### src/rtl/cam_lookup.sv
// cam_lookup: sequential key-to-address lookup over a write-addressed
// content store with per-entry valid bits. A single comparator walks the
// entries one per clock and reports the lowest matching address.
// Optional feature macro: CAM_LOOKUP_MASK_EN adds a per-request don't-care
// mask (req_mask); without it, matching is exact over all WIDTH bits.
module cam_lookup #(
    parameter int WIDTH  = 8,
    parameter int DEPTH  = 16,
    parameter int ADDR_W = 4
) (
    input  logic              clk,
    input  logic              rst,
    input  logic              wr_en,
    input  logic              wr_clr,
    input  logic [ADDR_W-1:0] wr_addr,
    input  logic [WIDTH-1:0]  wr_data,
    input  logic              req_valid,
    output logic              req_ready,
    input  logic [WIDTH-1:0]  req_key,
`ifdef CAM_LOOKUP_MASK_EN
    input  logic [WIDTH-1:0]  req_mask,
`endif
    output logic              resp_valid,
    input  logic              resp_ready,
    output logic              resp_hit,
    output logic [ADDR_W-1:0] resp_addr
);

    typedef enum logic [1:0] {
        ST_IDLE,
        ST_SCAN,
        ST_RESP
    } state_t;

    state_t             state_reg;
    logic [ADDR_W-1:0]  idx_reg;
    logic [WIDTH-1:0]   key_reg;
    logic               req_ready_reg;
    logic               resp_valid_reg;
    logic               resp_hit_reg;
    logic [ADDR_W-1:0]  resp_addr_reg;

    logic [WIDTH-1:0]   entry_data [DEPTH];
    logic [DEPTH-1:0]   entry_valid;
    logic [WIDTH-1:0]   cur_data;
    logic               cur_match;

    // Storage: each entry owns its data and valid register; writes are
    // independent of the search FSM. Reset clears data as well as valid.
    generate
        for (genvar gi = 0; gi < DEPTH; gi++) begin : g_entry
            logic [WIDTH-1:0] data_reg;
            logic             valid_reg;

            // Load or invalidate this entry when addressed
            always_ff @(posedge clk) begin
                if (rst) begin
                    data_reg  <= '0;
                    valid_reg <= 1'b0;
                end else if (wr_en && (wr_addr == ADDR_W'(gi))) begin
                    if (wr_clr) begin
                        valid_reg <= 1'b0;
                    end else begin
                        data_reg  <= wr_data;
                        valid_reg <= 1'b1;
                    end
                end
            end

            assign entry_data[gi]  = data_reg;
            assign entry_valid[gi] = valid_reg;
        end
    endgenerate

    // The compare reads pre-edge contents, so a write landing on the entry
    // currently under test is not seen by this scan step.
    assign cur_data = entry_data[idx_reg];

`ifdef CAM_LOOKUP_MASK_EN
    logic [WIDTH-1:0] mask_reg;
    assign cur_match = entry_valid[idx_reg] &&
                       (((cur_data ^ key_reg) & ~mask_reg) == '0);
`else
    assign cur_match = entry_valid[idx_reg] && (cur_data == key_reg);
`endif

    // Search FSM: accept, scan one entry per clock, hold result until taken
    always_ff @(posedge clk) begin
        if (rst) begin
            state_reg      <= ST_IDLE;
            idx_reg        <= '0;
            key_reg        <= '0;
            req_ready_reg  <= 1'b0;
            resp_valid_reg <= 1'b0;
            resp_hit_reg   <= 1'b0;
            resp_addr_reg  <= '0;
        end else begin
            case (state_reg)
                ST_IDLE: begin
                    if (req_valid && req_ready_reg) begin
                        key_reg       <= req_key;
                        idx_reg       <= '0;
                        req_ready_reg <= 1'b0;
                        state_reg     <= ST_SCAN;
                    end else begin
                        req_ready_reg <= 1'b1;
                    end
                end
                ST_SCAN: begin
                    if (cur_match) begin
                        resp_hit_reg   <= 1'b1;
                        resp_addr_reg  <= idx_reg;
                        resp_valid_reg <= 1'b1;
                        state_reg      <= ST_RESP;
                    end else if (idx_reg == ADDR_W'(DEPTH - 1)) begin
                        resp_hit_reg   <= 1'b0;
                        resp_addr_reg  <= '0;
                        resp_valid_reg <= 1'b1;
                        state_reg      <= ST_RESP;
                    end else begin
                        idx_reg <= idx_reg + 1'b1;
                    end
                end
                ST_RESP: begin
                    if (resp_ready) begin
                        resp_valid_reg <= 1'b0;
                        req_ready_reg  <= 1'b1;
                        state_reg      <= ST_IDLE;
                    end
                end
                default: begin
                    state_reg <= ST_IDLE;
                end
            endcase
        end
    end

`ifdef CAM_LOOKUP_MASK_EN
    // Mask is captured alongside the key on accept
    always_ff @(posedge clk) begin
        if (rst) begin
            mask_reg <= '0;
        end else if (state_reg == ST_IDLE && req_valid && req_ready_reg) begin
            mask_reg <= req_mask;
        end
    end
`endif

    assign req_ready  = req_ready_reg;
    assign resp_valid = resp_valid_reg;
    assign resp_hit   = resp_hit_reg;
    assign resp_addr  = resp_addr_reg;

endmodule

### config.mk
export PLATFORM = sky130hd
export DESIGN_NAME = cam_lookup
export DESIGN_NICKNAME = d
export VERILOG_FILES = /design/src/rtl/cam_lookup.sv
export SDC_FILE = /design/constraint.sdc
export NUM_CORES = 1
export LEC_CHECK = 0
export BUFFER_PORTS_ARGS = -buffer_cell sky130_fd_sc_hd__buf_2
export CAP_MARGIN = 20
export CORE_ASPECT_RATIO = 1.75
export CORE_MARGIN = 8
export CORE_UTILIZATION = 35
export CTS_BUF_LIST = sky130_fd_sc_hd__clkbuf_16
export CTS_CLUSTER_SIZE = 24
export DETAILED_ROUTE_END_ITERATION = 8
export PLACE_DENSITY = 0.49
export RECOVER_POWER = 50
export SLEW_MARGIN = 40
export SYNTH_ARGS = -nofsm -noshare
export SYNTH_HDL_FRONTEND = slang
export SYNTH_SLANG_ARGS = --single-unit
### constraint.sdc
create_clock -name clk -period 6.3 [get_ports clk]
set_input_delay 0.315 -clock clk [delete_from_list [all_inputs] [get_ports clk]]
set_output_delay 0.315 -clock clk [all_outputs]
set_load 0.1 [all_outputs]
==> results by group, run 1 <==
Placement
  – Worst slack, placed: 2.77 ns
  – RePlAce Congestion: approximately 0.78
  – DP HPWL: 14900 um
  – Port Buffer Count: 32

STA
  – Max-slew violations: 66
  – Final Skew: ~0.011 ns
  – Final min period: 3.52 ns
  – Final setup viols: 0
  – Fin. Hold Viols: 0
  – Worst setup margin: roughly 2.8 ns
  – Period utilization: 55.8%
  – Final TNS setup: 0 ns
  – RSZ-0062 raised after global routing: no
  – Max_slew headroom: -92.3%
  – Actual slew at the worst max-slew pin: 2.88 ns
  – Fmax: roughly 280 MHz

Floorplan
  – Ports: 33
  – Die Area: around 27000 um^2
  – Starting Density: around 35%
  – Rows: 71
  – Die Y: roughly 210 um
  – Die Width: 127 um
  – Core box area: approximately 21000 um^2

Detailed routing
  – Vias/cell: roughly 5.3
  – Total wire length: about 22000 um
  – Drt wl/cell: slightly below 20 um
  – Drt first-iter violations: around 480
  – Vias post-DR: slightly below 6000
  – DRC viols: 0
  – DR pass1 iterations: 7
  – Final ANT Viol Nets: 0

Synthesis
  – Syn_nets: 865
  – Ys Warns: 0
  – Cell taking the most area after synthesis: dfxtp_1
  – Post-synthesis cell type count: about 50
  – Mean post-synth cell area: 8.99 um^2
  – Number of flops mapped to enable cells by yosys: 0
  – Async set-reset flop share out of synthesis: 0%
  – Synth Flop Type: dfxtp_1
  – Post-Synthesis Cells: around 840
  – Top-area cell type share of the netlist area: around 44%
  – Post-Syn Area: 7530 um^2
  – Yosys reg bits: between 150 and 200
  – Post-synthesis sequential area ratio: a little over two fifths
  – Top post-synthesis cells by area: dfxtp_1 44%, mux2i_1 16%, nand2_1 6.5%

Power and ir drop
  – Combinational power share: 5.7%
  – Total internal power: around 1.7 mW
  – Peak VDD IR: around 190 uV
  – Power share of the clock group: a little under half
  – Register share of total power: 47.6%
  – Power Density: about 270 nW/um^2
  – Switching pwr: approximately 0.53 mW
  – Sw frac: between 20% and 30%
  – Pleak: 3.17 nW

Clock tree
  – Root Buffer: clkbuf_16
  – Longest Clk Path Bufs: 2
  – Clock Sinks: ~170
  – # H-tree levels: 4
  – Hold bufs inserted after CTS: 0
  – # Post-CTS Setup Buffers: 0
  – CTS tree: yes
  – Worst-path clk slew: approximately 0.070 ns
  – CTS Buf Count: 17
  – Clock Latency Late Sink: between 0.4 and 0.5 ns
  – CTS resizes: 0

Final layout
  – Area grow syn2layout: 10.7%
  – # fillers: approximately 2200
  – Diodes inserted: 0
  – Share of cells above drive strength 1: 10.4%
  – Max reg flops: between 100 and 150
  – Final Net Count: 860

Setup path
  – Reg2reg end: idx_reg[2]$_SDFFE_PP0P_
  – Data required, critical path: 6.62 ns
  – Critical-path cell list: buf_4, mux2i_1, a22o_1, a221oi_1, xor2_1, nor4_2, o2111a_1, o21ai_0, a31o_2
  – Top delay family on crit path: compound AO/OA/AOI/OAI gates
  – CP Class: flop to flop
  – Startpoint types: flop
  – Crit path DAT: ~3.8 ns
  – CP max-delay cell: buf_4
  – Worst reg2reg path depth: 9
  – Worst setup EP type: flop
  – Reg2reg setup slack: between 2 and 3 ns
  – WP buf/inv: 1
  – CP max stage delay: between 0.6 and 0.7 ns
  – Crit path max fanout: about 40
  – R2r startpoint: idx_reg[1]$_SDFFE_PP0P_

Worst hold path
  – Hold EP: key_reg[0]$_SDFFE_PP0P_
  – Hold path depth: 3
  – Hold crit path type: input port to flop
  – Hold path start: req_key[0]

Global routing
  – Total track usage: 16.6%
  – Vias in the first global route: a little under 6000
  – Total gr overflow: 0
  – First-pass GRT wire length: about 34000 um
  – Largest net degree at the start of global routing: approximately 100
  – Initial antenna violation count: 0

Status
  – Failing checks: capacitance limit, slew limit
  – Status: complete, but fails checks

Flow run
  – Max-cap violations: 1
## synthesized netlist by cell type (all sizes together) (2+ instances only)
| cell type | instances |
|---|---|
| a211oi | 4 |
| a21oi | 82 |
| a221oi | 5 |
| a22o | 2 |
| a22oi | 12 |
| a31oi | 3 |
| and2 | 6 |
| and2b | 2 |
| and3 | 7 |
| buf | 18 |
| clkbuf | 50 |
| dfxtp | 165 |
| inv | 3 |
| mux2 | 7 |
| mux2i | 124 |
| mux4 | 14 |
| nand2 | 130 |
| nand2b | 5 |
| nand3 | 40 |
| nand3b | 4 |
| nor2 | 105 |
| nor2b | 9 |
| nor3b | 2 |
| o211ai | 2 |
| o21ai | 8 |
| o221ai | 2 |
| o22ai | 3 |
| or3b | 3 |
| xnor2 | 5 |
| xor2 | 3 |
## worst min-delay path: cells and delay by family
kind	cells	cell delay, ns
buf+inv	1	0.09
simple gates	1	0.05
compound gates	1	0.05
## how the worst max path moves through the flow
stage                            startpoint                        end  cells past startpoint
CTS                 idx_reg[1]$_SDFFE_PP0P_    idx_reg[2]$_SDFFE_PP0P_                      9
finish              idx_reg[1]$_SDFFE_PP0P_    idx_reg[2]$_SDFFE_PP0P_                      9
floorplan           idx_reg[1]$_SDFFE_PP0P_  resp_addr[0]$_SDFFE_PP0P_                     12
global route        idx_reg[1]$_SDFFE_PP0P_    idx_reg[2]$_SDFFE_PP0P_                      9
global placement    idx_reg[1]$_SDFFE_PP0P_    idx_reg[2]$_SDFFE_PP0P_                      8
detailed placement  idx_reg[1]$_SDFFE_PP0P_    idx_reg[2]$_SDFFE_PP0P_                      9
## per-layer routing
metal / GRT usage, % / routed length [um] / vias to the layer above
li1: - / - / 2887
met1: 18.5 / 8960 / 2863
met2: 31.2 / 11900 / 94
met3: 2.61 / 611 / 15
met4: 5.69 / 346 / 0
met5: 0 / 0 / -
## power groups by stage
stage               Combinational (mW)  Clock [mW]  Sequential (mW)
finish                           0.127        1.05             1.07
global route                     0.138        1.11             1.07
CTS                              0.129        1.07             1.07
detailed placement               0.128           0             1.09
global placement                 0.127           0             1.09
floorplan                       0.0819           0             1.09
## area by class of cell
cell class,instances,area (um^2),share of cell area [%]
multi-input combinational,602,3880,46.6
timing repair buffer,44,230,2.76
clock buffer,17,425,5.10
tap,255,319,3.83
inverter,3,11.3,0.135
clock inverter,15,164,1.97
sequential,165,3310,39.6
## per-stage QoR
stage / hold WS [ns] / area, um^2 / total power [mW] / instances / util [%]
after floorplan: 0.433 / 7530 / 1.17 / 838 / -
after global placement: 0.440 / 7770 / 1.22 / 1069 / 36.4
after detailed placement: 0.443 / 7780 / 1.22 / 1069 / 36.5
after CTS: 0.105 / 8370 / 2.27 / 1101 / 39.3
after global routing: 0.117 / 8340 / 2.31 / 1101 / 39.1
final: 0.116 / 8340 / 2.24 / 1101 / 39.1
## cell families after synthesis
| group | after synthesis | share of synthesized area [%] |
|---|---|---|
| flops | 165 | 43.8 |
| simple gates | 320 | 18.7 |
| fa+ha+maj | 1 | 0.166 |
| compound gates | 128 | 10.0 |
| mux | 145 | 21.7 |
| buf+inv | 71 | 4.70 |
| xor+xnor | 8 | 0.930 |
## cell usage in the layout, fill, tap and decap left out, types with 4 or more instances in the layout
cell type  Yosys  layout
and3_1         7       7
nand3b_1       4       4
buf_2          4      22
mux2i_1      124     124
dfxtp_1      165     163
clkbuf_1      49      13
o21ai_0        8       8
nor2b_1        9       9
a221oi_1       4       4
buf_4          1       8
a22oi_1       12      12
a21oi_1       82      82
nor2_1       105     104
clkinv_1       0       4
and2_1         6       5
a211oi_1       4       4
nand2b_1       5       5
clkbuf_16      0      17
nand2_1      130     130
nand3_1       40      40
xnor2_1        5       5
mux4_2        14      14
mux2_2         7       7
Power figures use the tool's default switching activity.
==> run 2: changes to the inputs <==
--- a/config.mk
+++ b/config.mk
@@ -13,7 +13,7 @@
 export CTS_BUF_LIST = sky130_fd_sc_hd__clkbuf_16
 export CTS_CLUSTER_SIZE = 24
 export DETAILED_ROUTE_END_ITERATION = 8
-export PLACE_DENSITY = 0.49
+export PLACE_DENSITY = 0.51
 export RECOVER_POWER = 50
 export SLEW_MARGIN = 40
 export SYNTH_ARGS = -nofsm -noshare
==> constraint.sdc (replaced) <==
create_clock -name clk -period 3.1 [get_ports clk]
set_input_delay 0.155 -clock clk [delete_from_list [all_inputs] [get_ports clk]]
set_output_delay 0.155 -clock clk [all_outputs]
set_load 0.1 [all_outputs]
==> results by group, run 2 (same netlist as run 1, synthesis figures left out) <==
Global routing
  – First-pass GRT wire length: 34900 um (+3.1%)
  – Total track usage: 17.1% (+0.46 points)
  – Total gr overflow: 0 (unchanged)
  – Initial antenna violation count: 0 (unchanged)
  – Largest net degree at the start of global routing: 111 (+9.9%)
  – Vias in the first global route: 5893 (+2.0%)

Power and ir drop
  – Pleak: 3.27 nW (+3.2%)
  – Power Density: 538 nW/um^2 (+100%)
  – Peak VDD IR: 406 uV (+110%)

Detailed routing
  – Final ANT Viol Nets: 0 (unchanged)
  – DRC viols: 0 (unchanged)
  – Total wire length: 22200 um (+1.9%)
  – Vias post-DR: 5948 (+1.5%)
  – Drt wl/cell: 19.8 um (about the same)
  – Drt first-iter violations: 375 (-21%)
  – Vias/cell: 5.30 (-0.38%)
  – DR pass1 iterations: 4 (-3)

Floorplan
  – Die Y: 210 um (unchanged)
  – Die Area: 26700 um^2 (unchanged)
  – Ports: 33 (unchanged)
  – Rows: 71 (unchanged)
  – Core box area: 21300 um^2 (unchanged)
  – Starting Density: 35.3% (unchanged)
  – Die Width: 127 um (unchanged)

STA
  – Final TNS setup: 0 ns (unchanged)
  – Max-slew violations: 0 (-100%)
  – Fmax: 349 MHz (+23%)
  – Max_slew headroom: 22.3% (+110 points)
  – Final min period: 2.87 ns (-0.651 ns)
  – Period utilization: 92.5% (+37 points)
  – Worst hold slack: 0.0312 ns (-0.0846 ns)
  – Final Skew: 0.00936 ns (-0.00129 ns)
  – Final setup viols: 0 (unchanged)
  – RSZ-0062 raised after global routing: no
  – Fin. Hold Viols: 0 (unchanged)
  – Actual slew at the worst max-slew pin: 1.17 ns (-1.71 ns)

Setup path
  – Critical-path cell list: buf_4, mux2_2, o22a_1, and3_1, o221ai_1, and4b_4, o2111a_1, or3b_1, a31oi_1
  – WP buf/inv: 1 (unchanged)
  – CP max-delay cell: dfxtp_2
  – CP max stage delay: 0.41 ns (-0.21 ns)
  – Crit path max fanout: 16 (-61%)
  – Startpoint types: flop
  – Top delay family on crit path: compound AO/OA/AOI/OAI gates
  – CP Class: flop to flop
  – Data required, critical path: 3.46 ns (-3.16 ns)
  – Worst setup EP type: flop
  – Crit path DAT: 3.22 ns (-0.62 ns)

Final layout
  – Leading cell type in the layout, fill and taps excluded: dfxtp_1
  – Max reg flops: 128 (unchanged)
  – # fillers: 2172 (-2.1%)
  – Final Net Count: 881 (+2.4%)
  – Diodes inserted: 0 (unchanged)
  – Area grow syn2layout: 13.3%
  – Share of cells above drive strength 1: 11.8% (+1.4 points)
  – Most frequent cells in the layout: 163 x dfxtp_1, 130 x nand2_1, 124 x mux2i_1

Placement
  – Port Buffer Count: 32 (unchanged)
  – RePlAce Congestion: 0.800 (+1.9%)
  – DP HPWL: 15400 um (+3.4%)

Clock tree
  – CTS tree: yes
  – # Post-CTS Setup Buffers: 0 (unchanged)
  – CTS Buf Count: 17 (unchanged)
  – Root Buffer: clkbuf_16
  – # H-tree levels: 4 (unchanged)
  – Hold bufs inserted after CTS: 8 (+8)
  – Clock Sinks: 165 (unchanged)
  – Clock Latency Late Sink: 0.44 ns (about the same)
  – CTS resizes: 0 (unchanged)
  – Worst-path clk slew: 0.07 ns (about the same)
  – Longest Clk Path Bufs: 2 (unchanged)

Status
  – Status: finished clean

Worst hold path
  – Hold crit path type: input port to flop

Flow run
  – Max-cap violations: 0 (-1)
==> run 2: cell count changes in the layout (fill, tap and decap cells not counted), sizes merged <==
cell         before  now
dlygate4sd3       0    8
inv               3   11
clkbuf           30   31
clkinv            9    2
bufinv            3    2
buf              31   43
==> run 2: metrics by stage <==
stage	cells	cell area (um^2)	setup slack (ns)	utilization, %	power [mW]
global placement	1082	7890	0.209	37.0	2.48
detailed placement	1082	7890	0.262	37.0	2.48
floorplan	838	7530	0.663	-	2.38
global route	1122	8530	0.114	40.0	4.77
CTS	1122	8560	0.234	40.2	4.65
finish	1122	8530	0.233	40.0	4.59
==> run 2: worst reg2reg max path, delay by kind of cell, from the launching register on <==
kind | cells | cell delay, ns
flops | 1 | 0.41
compound gates | 4 | 0.90
buf+inv | 1 | 0.30
simple gates | 3 | 0.82
mux | 1 | 0.37
==> run 2: cell type report <==
| type | count | area [um^2] | area share (%) |
|---|---|---|---|
| Clock buffer | 17 | 425 | 4.99 |
| Clock inverter | 15 | 165 | 1.94 |
| Inverter | 3 | 11.3 | 0.132 |
| Multi-Input combinational cell | 602 | 3880 | 45.5 |
| Sequential cell | 165 | 3310 | 38.7 |
| Tap cell | 255 | 319 | 3.74 |
| Timing Repair Buffer | 65 | 423 | 4.96 |
==> run 2: layer usage <==
metal  wire length [um]  global-route usage (%)  part of all wire [%]  vias up
met1               8960                    18.5                    40     2894
met4                702                    8.04                   3.2        0
met5                  0                       0                     0        -
met3                562                    2.76                   2.5       38
met2              12000                    31.6                    54       87
li1                   -                       -                     -     2929
==> run 2: worst paths after layout <==
kind                                           from                                 to  slack [ns]  cells past startpoint
hold reg to reg   g_entry[5].valid_reg$_SDFFE_PP0P_  g_entry[5].valid_reg$_SDFFE_PP0P_        0.45                      2
setup reg to reg            idx_reg[2]$_SDFFE_PP0P_          resp_addr[2]$_SDFFE_PP0P_        0.23                      9
setup / recovery            idx_reg[2]$_SDFFE_PP0P_          resp_addr[2]$_SDFFE_PP0P_        0.23                      9
hold / removal                           resp_ready          state_reg[1]$_SDFFE_PP0P_        0.03                      4
==> run 2: power by group <==
part	total, mW	leakage (nW)	internal [mW]	switching, mW
registers	2.16	1.33	2.14	0.0201
logic	0.273	1.66	0.0842	0.189
clock network	2.16	0.280	1.21	0.951
total	4.59	3.27	3.43	1.16
==> run 3: changes to the inputs <==
==> constraint.sdc (replaced) <==
create_clock -name clk -period 3.1 [get_ports clk]
set_input_delay 0.31 -clock clk [delete_from_list [all_inputs] [get_ports clk]]
set_output_delay 0.31 -clock clk [all_outputs]
set_load 0.1 [all_outputs]
==> results by group, run 3 (same netlist as run 1, synthesis figures left out) <==
Clock tree
  – # H-tree levels: 4 (unchanged)
  – CTS tree: yes
  – Hold bufs inserted after CTS: 0 (-8)
  – Worst-path clk slew: 0.07 ns (about the same)
  – CTS Buf Count: 17 (unchanged)
  – Root Buffer: clkbuf_16
  – CTS resizes: 0 (unchanged)
  – # Post-CTS Setup Buffers: 0 (unchanged)
  – Clock Latency Late Sink: 0.44 ns (about the same)
  – Longest Clk Path Bufs: 2 (unchanged)
  – Clock Sinks: 165 (unchanged)

Floorplan
  – Rows: 71 (unchanged)
  – Die Area: 26700 um^2 (unchanged)
  – Die Y: 210 um (unchanged)
  – Ports: 33 (unchanged)
  – Core box area: 21300 um^2 (unchanged)
  – Die Width: 127 um (unchanged)
  – Starting Density: 35.3% (unchanged)

Global routing
  – Initial antenna violation count: 0 (unchanged)
  – Total track usage: 16.9% (-0.16 points)
  – Vias in the first global route: 5945 (+0.88%)
  – First-pass GRT wire length: 34700 um (-0.63%)
  – Largest net degree at the start of global routing: 96 (-14%)
  – Total gr overflow: 0 (unchanged)

Placement
  – RePlAce Congestion: 0.830 (+3.9%)
  – Placed Area: 7890 um^2 (about the same)
  – DP HPWL: 15300 um (-0.50%)
  – Port Buffer Count: 32 (unchanged)
  – Post-placement cell count: 1080 (-0.18%)

Power and ir drop
  – Register share of total power: 48.1% (+1.0 points)
  – Overall Power: 4.50 mW (-2.1%)
  – Power share of the clock group: 46.0% (-1.0 points)
  – Sw frac: 24.5% (-0.76 points)
  – Power Density: 533 nW/um^2 (-0.89%)
  – Switching pwr: 1.10 mW (-5.1%)
  – Peak VDD IR: 391 uV (-3.7%)
  – Combinational power share: 5.9% (about the same)
  – Total internal power: 3.39 mW (-1.1%)
  – Pleak: 3.22 nW (-1.3%)

Setup path
  – Worst setup EP type: flop
  – Crit path max fanout: 10 (-6)
  – Worst reg2reg path depth: 9 (unchanged)
  – R2r startpoint: idx_reg[0]$_SDFFE_PP0P_
  – CP max-delay cell: mux4_2
  – WP buf/inv: 1 (unchanged)
  – Startpoint types: flop
  – Reg2reg end: idx_reg[2]$_SDFFE_PP0P_
  – Critical-path cell list: buf_4, mux4_2, nor2b_1, a211oi_1, a21oi_1, xnor2_1, o2111a_1, o21ai_0, a31o_2
  – CP max stage delay: 0.49 ns (+0.08 ns)
  – CP Class: flop to flop
  – Top delay family on crit path: compound AO/OA/AOI/OAI gates
  – Reg2reg setup slack: 0.27 ns (+0.03 ns)
  – Crit path DAT: 3.15 ns (-0.07 ns)
  – Data required, critical path: 3.42 ns (-0.04 ns)

Worst hold path
  – Hold path start: req_key[1]
  – Hold crit path type: input port to flop
  – Hold path depth: 3 (-1)
  – Hold EP: key_reg[1]$_SDFFE_PP0P_

STA
  – Max-slew violations: 0 (unchanged)
  – Final setup viols: 0 (unchanged)
  – Final min period: 2.83 ns (-0.0340 ns)
  – Actual slew at the worst max-slew pin: 1.17 ns (-0.00562 ns)
  – Final Skew: 0.0108 ns (+0.00140 ns)
  – Period utilization: 91.4% (-1.1 points)
  – RSZ-0062 raised after global routing: no
  – Max_slew headroom: 22.6% (+0.37 points)
  – Fin. Hold Viols: 0 (unchanged)
  – Final TNS setup: 0 ns (unchanged)
  – Fmax: 353 MHz (+1.2%)

Detailed routing
  – Vias post-DR: 5909 (-0.66%)
  – Vias/cell: 5.31 (+0.24%)
  – Drt wl/cell: 19.8 um (about the same)
  – Drt first-iter violations: 492 (+31%)
  – DR pass1 iterations: 5 (+1)
  – Total wire length: 22000 um (-0.84%)
  – Final ANT Viol Nets: 0 (unchanged)
  – DRC viols: 0 (unchanged)

Final layout
  – Multi-input gate area: 3880 um^2 (unchanged)
  – Reg area: 3310 um^2 (unchanged)
  – Diodes inserted: 0 (unchanged)
  – Leading cell type in the layout, fill and taps excluded: dfxtp_1
  – Final cell count without fillers: 1112 (-0.89%)
  – Final Net Count: 871 (-1.1%)
  – Max reg flops: 128 (unchanged)
  – # fillers: 2199 (+1.2%)
  – Share of cells above drive strength 1: 11.4% (-0.33 points)
  – Fin area: 8430 um^2 (-1.2%)
  – Most frequent cells in the layout: 163 x dfxtp_1, 130 x nand2_1, 124 x mux2i_1
  – Area grow syn2layout: 11.9%

Status
  – Status: finished clean

Flow run
  – Max-cap violations: 0 (unchanged)
[run 3: changes by cell type in the layout (fill, tap and decap cells not counted)]
| cell | previous run | this run |
|---|---|---|
| dlygate4sd3_1 | 8 | 0 |
| inv_6 | 8 | 0 |
| clkinv_1 | 1 | 4 |
| clkinv_2 | 0 | 3 |
| clkinv_4 | 1 | 4 |
| buf_4 | 18 | 16 |
| buf_12 | 2 | 3 |
| clkbuf_1 | 14 | 13 |
| clkinvlp_4 | 3 | 2 |
[run 3: worst max path at each step]
stage | startpoint | to | slack (ns) | cells after the start
after floorplan | idx_reg[1]$_SDFFE_PP0P_ | resp_addr[0]$_SDFFE_PP0P_ | 0.66 | 12
after global placement | idx_reg[1]$_SDFFE_PP0P_ | idx_reg[2]$_SDFFE_PP0P_ | 0.32 | 8
after detailed placement | idx_reg[1]$_SDFFE_PP0P_ | resp_addr[0]$_SDFFE_PP0P_ | 0.30 | 9
after CTS | idx_reg[1]$_SDFFE_PP0P_ | resp_addr[0]$_SDFFE_PP0P_ | 0.29 | 9
after global routing | idx_reg[1]$_SDFFE_PP0P_ | resp_addr[0]$_SDFFE_PP0P_ | 0.11 | 9
final | idx_reg[0]$_SDFFE_PP0P_ | idx_reg[2]$_SDFFE_PP0P_ | 0.27 | 9
[run 3: worst min-delay path: stages]
cell     delay [ns]
buf_2          0.10
nand2_1        0.04
a21oi_1        0.05
[run 3: final cells by class]
cell class | count | area share (%)
clock buffers | 17 | 5.05
clock inverters | 15 | 1.66
inverters | 3 | 0.134
multi-input cells | 602 | 46.1
flip-flops and latches | 165 | 39.2
well taps | 255 | 3.79
repair buffers | 55 | 4.08
[run 3: power groups by stage]
stage | Clock [mW] | Sequential [mW] | Combinational, mW
after global routing | 2.19 | 2.17 | 0.288
final | 2.07 | 2.16 | 0.264
after floorplan | 0 | 2.22 | 0.166
after CTS | 2.11 | 2.16 | 0.269
after detailed placement | 0 | 2.21 | 0.268
after global placement | 0 | 2.21 | 0.268
[run 3: metal layers]
metal	global-route usage, %	share of wire [%]	up-vias	wire length (um)
met1	18.2	40	2841	8760
met2	30.4	52	116	11500
met4	10.4	5.1	0	1130
met5	0	0	-	0
met3	2.61	2.6	48	564
li1	-	-	2904	-
[run 3: metrics by stage]
step | setup slack [ns] | hold WS [ns] | util [%]
6_report | 0.267 | 0.108 | 39.5
5_1_grt | 0.111 | 0.118 | 39.5
4_1_cts | 0.285 | 0.0983 | 39.7
3_5_place_dp | 0.298 | 0.446 | 37.0
3_3_place_gp | 0.321 | 0.438 | 37.0
2_1_floorplan | 0.663 | 0.433 | -
